<file path="src/rtl/random_pkg.sv">
// rtl/random_pkg.sv - shared LFSR tap table and FSM state encoding for random_range_gen
package random_pkg;

    // Feedback taps for the 16-bit register: bits 15, 13, 12 and 10
    localparam logic [15:0] TAP_MASK_16 = 16'hB400;

    typedef enum logic [1:0] {
        IDLE  = 2'd0,
        SHIFT = 2'd1,
        CHECK = 2'd2,
        DONE  = 2'd3
    } state_t;

    // Maximal-length tap masks for a shift-left Fibonacci LFSR, indexed by length
    function automatic logic [15:0] tap_mask(input int size);
        case (size)
            4:       return 16'h000C;
            5:       return 16'h0014;
            6:       return 16'h0030;
            7:       return 16'h0060;
            8:       return 16'h00B8;
            9:       return 16'h0110;
            10:      return 16'h0240;
            11:      return 16'h0500;
            12:      return 16'h0E08;
            13:      return 16'h1C80;
            14:      return 16'h3802;
            15:      return 16'h6000;
            default: return TAP_MASK_16;
        endcase
    endfunction

endpackage

</file>
<file path="src/rtl/random_range_gen_lfsr.sv">
// rtl/random_range_gen_lfsr.sv - lfsr_core: loadable shift-left Fibonacci LFSR
module lfsr_core
    import random_pkg::*;
#(
    parameter int                    LFSR_SIZE = 16,
    parameter logic [LFSR_SIZE-1:0] TAP_MASK  = LFSR_SIZE'(tap_mask(LFSR_SIZE))
) (
    input  logic                 clock,
    input  logic                 reset,
    input  logic                 load,
    input  logic [LFSR_SIZE-1:0] load_value,
    input  logic                 shift_en,
    output logic [LFSR_SIZE-1:0] state
);

    logic [LFSR_SIZE-1:0] r_state;
    logic                 w_feedback;

    assign w_feedback = ^(r_state & TAP_MASK);
    assign state      = r_state;

    // Load has priority over shifting; all-ones reset keeps the register out of the lock-up state
    always_ff @(posedge clock or negedge reset) begin
        if (!reset) begin
            r_state <= '1;
        end else if (load) begin
            r_state <= load_value;
        end else if (shift_en) begin
            r_state <= {r_state[LFSR_SIZE-2:0], w_feedback};
        end
    end

endmodule

</file>
<file path="src/rtl/random_range_gen.sv">
// rtl/random_range_gen.sv - uniform 0..RANGE-1 draws by LFSR rejection sampling; RANDOM_NO_REPEAT_EN forbids consecutive repeats
module random_range_gen
    import random_pkg::*;
#(
    parameter int WIDTH          = 3,
    parameter int RANGE          = 8,
    parameter int LFSR_SIZE      = 16,
    parameter int STEPS_PER_DRAW = 3,
    parameter int MAX_RETRY      = 8
) (
    input  logic             clock,
    input  logic             reset,
    input  logic             seed_load,
    input  logic             request,
    output logic             ready,
    output logic             valid,
    output logic [WIDTH-1:0] value,
    output logic             fallback
);

    localparam int                   WP1         = WIDTH + 1;
    localparam logic [LFSR_SIZE-1:0] TAPS        = LFSR_SIZE'(tap_mask(LFSR_SIZE));
    localparam logic [WIDTH:0]       RANGE_EXT   = WP1'(RANGE);
    localparam logic [WIDTH-1:0]     RANGE_W     = WIDTH'(RANGE);
    localparam logic [3:0]           MAX_RETRY_W = 4'(MAX_RETRY);
    localparam logic [4:0]           STEP_LAST   = 5'(STEPS_PER_DRAW - 1);

    state_t               r_state;
    logic [4:0]           r_step;
    logic [3:0]           r_retry;
    logic [WIDTH-1:0]     r_value;
    logic                 r_valid;
    logic                 r_fallback;
    logic                 r_ready;
    logic [LFSR_SIZE-1:0] r_entropy;

    logic [LFSR_SIZE-1:0] w_lfsr;
    logic [LFSR_SIZE-1:0] w_seed;
    logic                 w_shift_en;
    logic [WIDTH-1:0]     w_cand;
    logic                 w_in_range;
    logic                 w_reject;
    logic [3:0]           w_retry_inc;
    logic                 w_give_up;
    logic                 w_finish;
    logic [WIDTH-1:0]     w_fallback_val;
    logic [WIDTH-1:0]     w_out_val;
    logic                 w_unused_lfsr_hi;

    assign ready    = r_ready;
    assign valid    = r_valid;
    assign value    = r_value;
    assign fallback = r_fallback;

    // Forcing the LSB keeps a zero counter value from seeding the lock-up state
    assign w_seed     = r_entropy | {{(LFSR_SIZE-1){1'b0}}, 1'b1};
    assign w_shift_en = (r_state == SHIFT);

    lfsr_core #(
        .LFSR_SIZE (LFSR_SIZE),
        .TAP_MASK  (TAPS)
    ) u_lfsr (
        .clock      (clock),
        .reset      (reset),
        .load       (seed_load),
        .load_value (w_seed),
        .shift_en   (w_shift_en),
        .state      (w_lfsr)
    );

    // Only the low WIDTH bits form the candidate; the rest only feed the shift chain
    assign w_cand           = w_lfsr[WIDTH-1:0];
    assign w_unused_lfsr_hi = ^w_lfsr[LFSR_SIZE-1:WIDTH];
    assign w_in_range       = ({1'b0, w_cand} < RANGE_EXT);
    assign w_retry_inc      = r_retry + 4'd1;
    assign w_give_up        = w_reject && (w_retry_inc == MAX_RETRY_W);
    assign w_finish         = (r_state == CHECK) && !seed_load && (!w_reject || w_give_up);
    assign w_out_val        = w_reject ? w_fallback_val : w_cand;

`ifdef RANDOM_NO_REPEAT_EN
    localparam logic [WIDTH-1:0] MAX_VAL = WIDTH'(RANGE - 1);

    logic             r_have_last;
    logic [WIDTH-1:0] r_last;
    logic             w_repeat;
    logic [WIDTH-1:0] w_folded;
    logic [WIDTH-1:0] w_last_next;

    // A repeat can be rejected while in range, so only out-of-range candidates are folded
    assign w_repeat       = r_have_last && (w_cand == r_last);
    assign w_reject       = !w_in_range || w_repeat;
    assign w_folded       = w_in_range ? w_cand : (w_cand - RANGE_W);
    assign w_last_next    = (r_last == MAX_VAL) ? '0 : (r_last + 1'b1);
    assign w_fallback_val = (r_have_last && (w_folded == r_last)) ? w_last_next : w_folded;

    // Remember the most recently delivered value; reseeding forgets it
    always_ff @(posedge clock or negedge reset) begin
        if (!reset) begin
            r_have_last <= 1'b0;
            r_last      <= '0;
        end else if (seed_load) begin
            r_have_last <= 1'b0;
        end else if (w_finish) begin
            r_have_last <= 1'b1;
            r_last      <= w_out_val;
        end
    end
`else
    // The RANGE constraint keeps candidate - RANGE inside 0..RANGE-1
    assign w_reject       = !w_in_range;
    assign w_fallback_val = w_cand - RANGE_W;
`endif

    // Free-running entropy source sampled by seed_load
    always_ff @(posedge clock or negedge reset) begin
        if (!reset) begin
            r_entropy <= '0;
        end else begin
            r_entropy <= r_entropy + 1'b1;
        end
    end

    // Draw sequencer: shift, test candidate, retry or fall back, then pulse valid for one cycle
    always_ff @(posedge clock or negedge reset) begin
        if (!reset) begin
            r_state    <= IDLE;
            r_step     <= '0;
            r_retry    <= '0;
            r_value    <= '0;
            r_valid    <= 1'b0;
            r_fallback <= 1'b0;
            r_ready    <= 1'b1;
        end else begin
            r_valid    <= 1'b0;
            r_fallback <= 1'b0;
            if (seed_load) begin
                r_state <= IDLE;
                r_step  <= '0;
                r_retry <= '0;
                r_ready <= 1'b1;
            end else begin
                case (r_state)
                    IDLE: begin
                        if (request) begin
                            r_state <= SHIFT;
                            r_step  <= '0;
                            r_ready <= 1'b0;
                        end
                    end
                    SHIFT: begin
                        if (r_step == STEP_LAST) begin
                            r_state <= CHECK;
                        end else begin
                            r_step <= r_step + 5'd1;
                        end
                    end
                    CHECK: begin
                        if (w_finish) begin
                            r_value    <= w_out_val;
                            r_fallback <= w_reject;
                            r_valid    <= 1'b1;
                            r_ready    <= 1'b1;
                            r_state    <= DONE;
                            if (w_reject) begin
                                r_retry <= w_retry_inc;
                            end
                        end else begin
                            r_retry <= w_retry_inc;
                            r_step  <= '0;
                            r_state <= SHIFT;
                        end
                    end
                    default: begin
                        r_retry <= '0;
                        r_state <= IDLE;
                    end
                endcase
            end
        end
    end

endmodule
</file>
<file path="config.mk">
export PLATFORM = sky130hd
export DESIGN_NAME = random_range_gen
export DESIGN_NICKNAME = d
export VERILOG_FILES = /design/src/rtl/random_pkg.sv /design/src/rtl/random_range_gen_lfsr.sv /design/src/rtl/random_range_gen.sv
export SDC_FILE = /design/constraint.sdc
export NUM_CORES = 1
export LEC_CHECK = 0
export BUFFER_PORTS_ARGS = -buffer_cell sky130_fd_sc_hd__buf_4
export CAP_MARGIN = 15
export CORE_UTILIZATION = 45
export DETAILED_ROUTE_END_ITERATION = 10
export GPL_ROUTABILITY_DRIVEN = 0
export PLACE_DENSITY = 0.72
export SLEW_MARGIN = 20
export SYNTH_ARGS = -nofsm -noshare
export SYNTH_HDL_FRONTEND = slang
export SYNTH_SLANG_ARGS = --single-unit
</file>
<file path="constraint.sdc">
create_clock -name clock -period 2.1 [get_ports clock]
set_input_delay 0.105 -clock clock [delete_from_list [all_inputs] [get_ports clock]]
set_output_delay 0.105 -clock clock [all_outputs]
set_load 0.1 [all_outputs]
</file>
==> reports/metrics.yaml <==
synth:
  muxShareOfSynthArea_pct: 9.204
  synth_xor_area_share_pct: 7.067
  synth_fp_nets: 195
  post_synth.cell_area_avg_um2: 11.21
  sequential_to_total_area_share_from_yosys_stat_pct: 53.27
  netlist_top_cells_area: "dfrtp_1 32%, dfstp_2 21%, mux2i_1 7.6%, nand2_1 3.9%, xnor2_1 3.7%"
  synth.distinct_cells: 37
  synth_simple_gate_area_share_pct: 17.04
  synth_enable_flop_cells: 0
  synth.top_cells.by_count: "27 x dfrtp_1, 22 x nand2_1, 17 x dfstp_2"
  synthFlopType: "dfrtp_1"
  post_synth_fa_ha_maj_area_fraction_pct: 1.781
  post-synth-top-count-cell: "dfrtp_1"
  synth_async_sr_flop_share_pct: 100.0
  yosysTopAreaCellShare_pct: 32.07
  synth.ff_latch_count: 44
  post_synth_inst_count: 188
  main_combinational_cell_family_by_area_after_synthesis: "simple AND/OR/NAND/NOR gates"
  yosys_warnings: 0
  compound_cell_area_share_of_the_yosys_netlist_pct: 6.888
  yosysTopAreaCell: "dfrtp_1"
  synthesis.area_mm2: 0.002107
power:
  max-vdd-ir-drop_mv: 0.4637
  power_density_mw_per_mm2: 841.1
  p_total_mw: 1.953
  p_leak_nw: 0.9756
layout:
  post_route_cells_drive_above_1_share_pct: 19.90
  final_cell_count_no_fill: 248
  layout-area-overhead-vs-synth_pct: 10.21
  antenna-diode-count: 0
  final_core_utilization_pct: 52.61
  num-nets-final: 202
floorplan:
  dieHeight_um: 70.43
  die_w_um: 70.43
  ioPinCount: 10
  fp.dieArea_mm2: 0.004960
  core_region_area_mm2: 0.004414
  num_rows: 24
  initial_utilization_pct: 47.73
drt:
  wl_per_cell_um: 13.59
  dr.pass1.iters: 4
  ant_nets: 0
  drc_errors: 0
  initialDrtViolationCount: 41
  route.final.wire_length_um: 3370
  via_count: 1306
  vias_per_cell: 5.266
timing:
  slew_viol_final: 0
  period_share_pct: 76.01
  grt_setup_unrepaired: "no"
  worst_clock_skew_ns: 0.004938
  finalSetupViolations: 0
  slew_headroom_pct: 64.61
  fmax_mhz: 626.5
  fin_crit_ns: 1.596
  hold_viol_final: 0
  timing_worst_slew_pin_value_ns: 0.5295
  fin_setup_tns_ns: 0
global_routing:
  grt_pass1_wl_um: 5968
  grt_usage_pct: 15.64
  antenna_found_initial: 0
  grt_start_max_net_pins: 45
  gr-total-overflow: 0
  first_global_vias: 1323
cts:
  postCtsResizedCells: 0
  numClockSinks: 44
  tritoncts: "yes"
  root_buffer: "clkbuf_8"
  clock_tree.htree_level_count: 2
  insertion_delay_ns: 0.29
  cts_buffer_depth: 2
  cts_post_setup_buffers_inserted: 0
  cts.reportedPaths.clkPinSlew_ns: 0.08
  numCtsBuffers: 5
  cts-hold-fix-buffers: 1
worst_setup_path:
  crit_type: "reg -> reg"
  setup.worst_path.start_class: "flip-flop"
  worst-path-max-fanout: 7
  data_required_critical_path_ns: 2.32
  end_kind: "flip-flop"
  arrival_ns: 1.82
placement:
  dp_hpwl_um: 2226
  post-place-cells: 239
  portBuffers: 8
outcome:
  run_status: "finished clean"
flow_run:
  max_cap_viol_count: 0
min_path:
  timing.hold.worst.class: "in -> reg"
registers in the layout (all words and copies together), names as in the netlist:
name	cells
r_entropy	16
u_lfsr.state	16
r_step	5
value	3
r_state	2
ready	1
valid	1
metal layers:
metal  wire [um]  share of wire, %  GRT usage [%]  vias to the layer above
met1        1664                49          20.11                      619
met5           0                 0              0                        -
met3         114               3.4          5.195                        2
met4          21              0.62          6.222                        0
li1            -                 -              -                      666
met2        1569                47          24.23                       19
cell usage in the layout (no fill, tap or decap), drive strengths merged:
cell type and instances:
dfrtp 27, nand2 22, dfstp 17, mux2i 16, o21ai 16, nand3 11
xnor2 9, buf 9, xor2 8, clkbuf 6, nand4 6, nor2 5
nor4 5, inv 4, or3 4, a31oi 4, nor3 3, a21oi 3
mux2 3, ha 3, and2b 2, bufinv 2, nand2b 2, and4 1
nor2b 1, o21bai 1, nor4b 1, or4b 1, a211o 1, o22a 1
conb 1, dlygate4sd3 1
final cells by class:
cell class	instances	area (um^2)
fill	393	2092
multi-input combinational	130	888.4
timing repair buffer	10	77.57
sequential	44	1122
inverter	4	15.01
clock buffer	6	93.84
tap	52	65.06
clock inverter	2	60.06
power by group:
part / switching [mW] / internal, mW / total, mW
clock: 0.289 / 0.547 / 0.836
combinational: 0.149 / 0.0585 / 0.208
sequential: 0.0232 / 0.886 / 0.910
total: 0.462 / 1.49 / 1.95
stage by stage:
step	setup slack, ns	hold WS [ns]	cell area, um^2
5_1_grt	0.4359	0.1491	2322
6_report	0.5037	0.1401	2322
2_1_floorplan	0.6127	-0.1906	2107
4_1_cts	0.4921	0.1287	2322
3_3_place_gp	0.5724	0.1252	2158
3_5_place_dp	0.5162	0.1250	2158
cell families (layout without fill, tap and decap cells):
logic type,Yosys count,in the layout
simple gates,64,64
compound gates,26,26
buf+inv,14,22
mux,19,19
xor+xnor,17,17
fa+ha+maj,3,3
flops,44,44
other cells,1,1
worst paths after layout:
path                                          endpoint                    start  slack, ns  cells after the start
setup / recovery                 r_step[2]$_DFFE_PN0P_    r_step[0]$_DFFE_PN0P_       0.50                      5
hold / removal                       ready$_DFFE_PN1P_                  request       0.14                      3
setup reg to reg                 r_step[2]$_DFFE_PN0P_    r_step[0]$_DFFE_PN0P_       0.50                      5
hold reg to reg                r_entropy[15]$_DFF_PN0_  r_entropy[15]$_DFF_PN0_       0.48                      1
max in group asynchronous  u_lfsr.state[1]$_DFFE_PN1P_                    reset       1.39                      2
min in group asynchronous        r_step[4]$_DFFE_PN0P_                    reset       0.32                      2
critical path, stage by stage, from the launching register on:
cell and delay (ns):
dfrtp_1 0.42, inv_1 0.06, ha_1 0.20, nor4b_2 0.19, or4b_1 0.51, a21oi_1 0.15
Note: power is estimated with default switching activity, not from simulation.
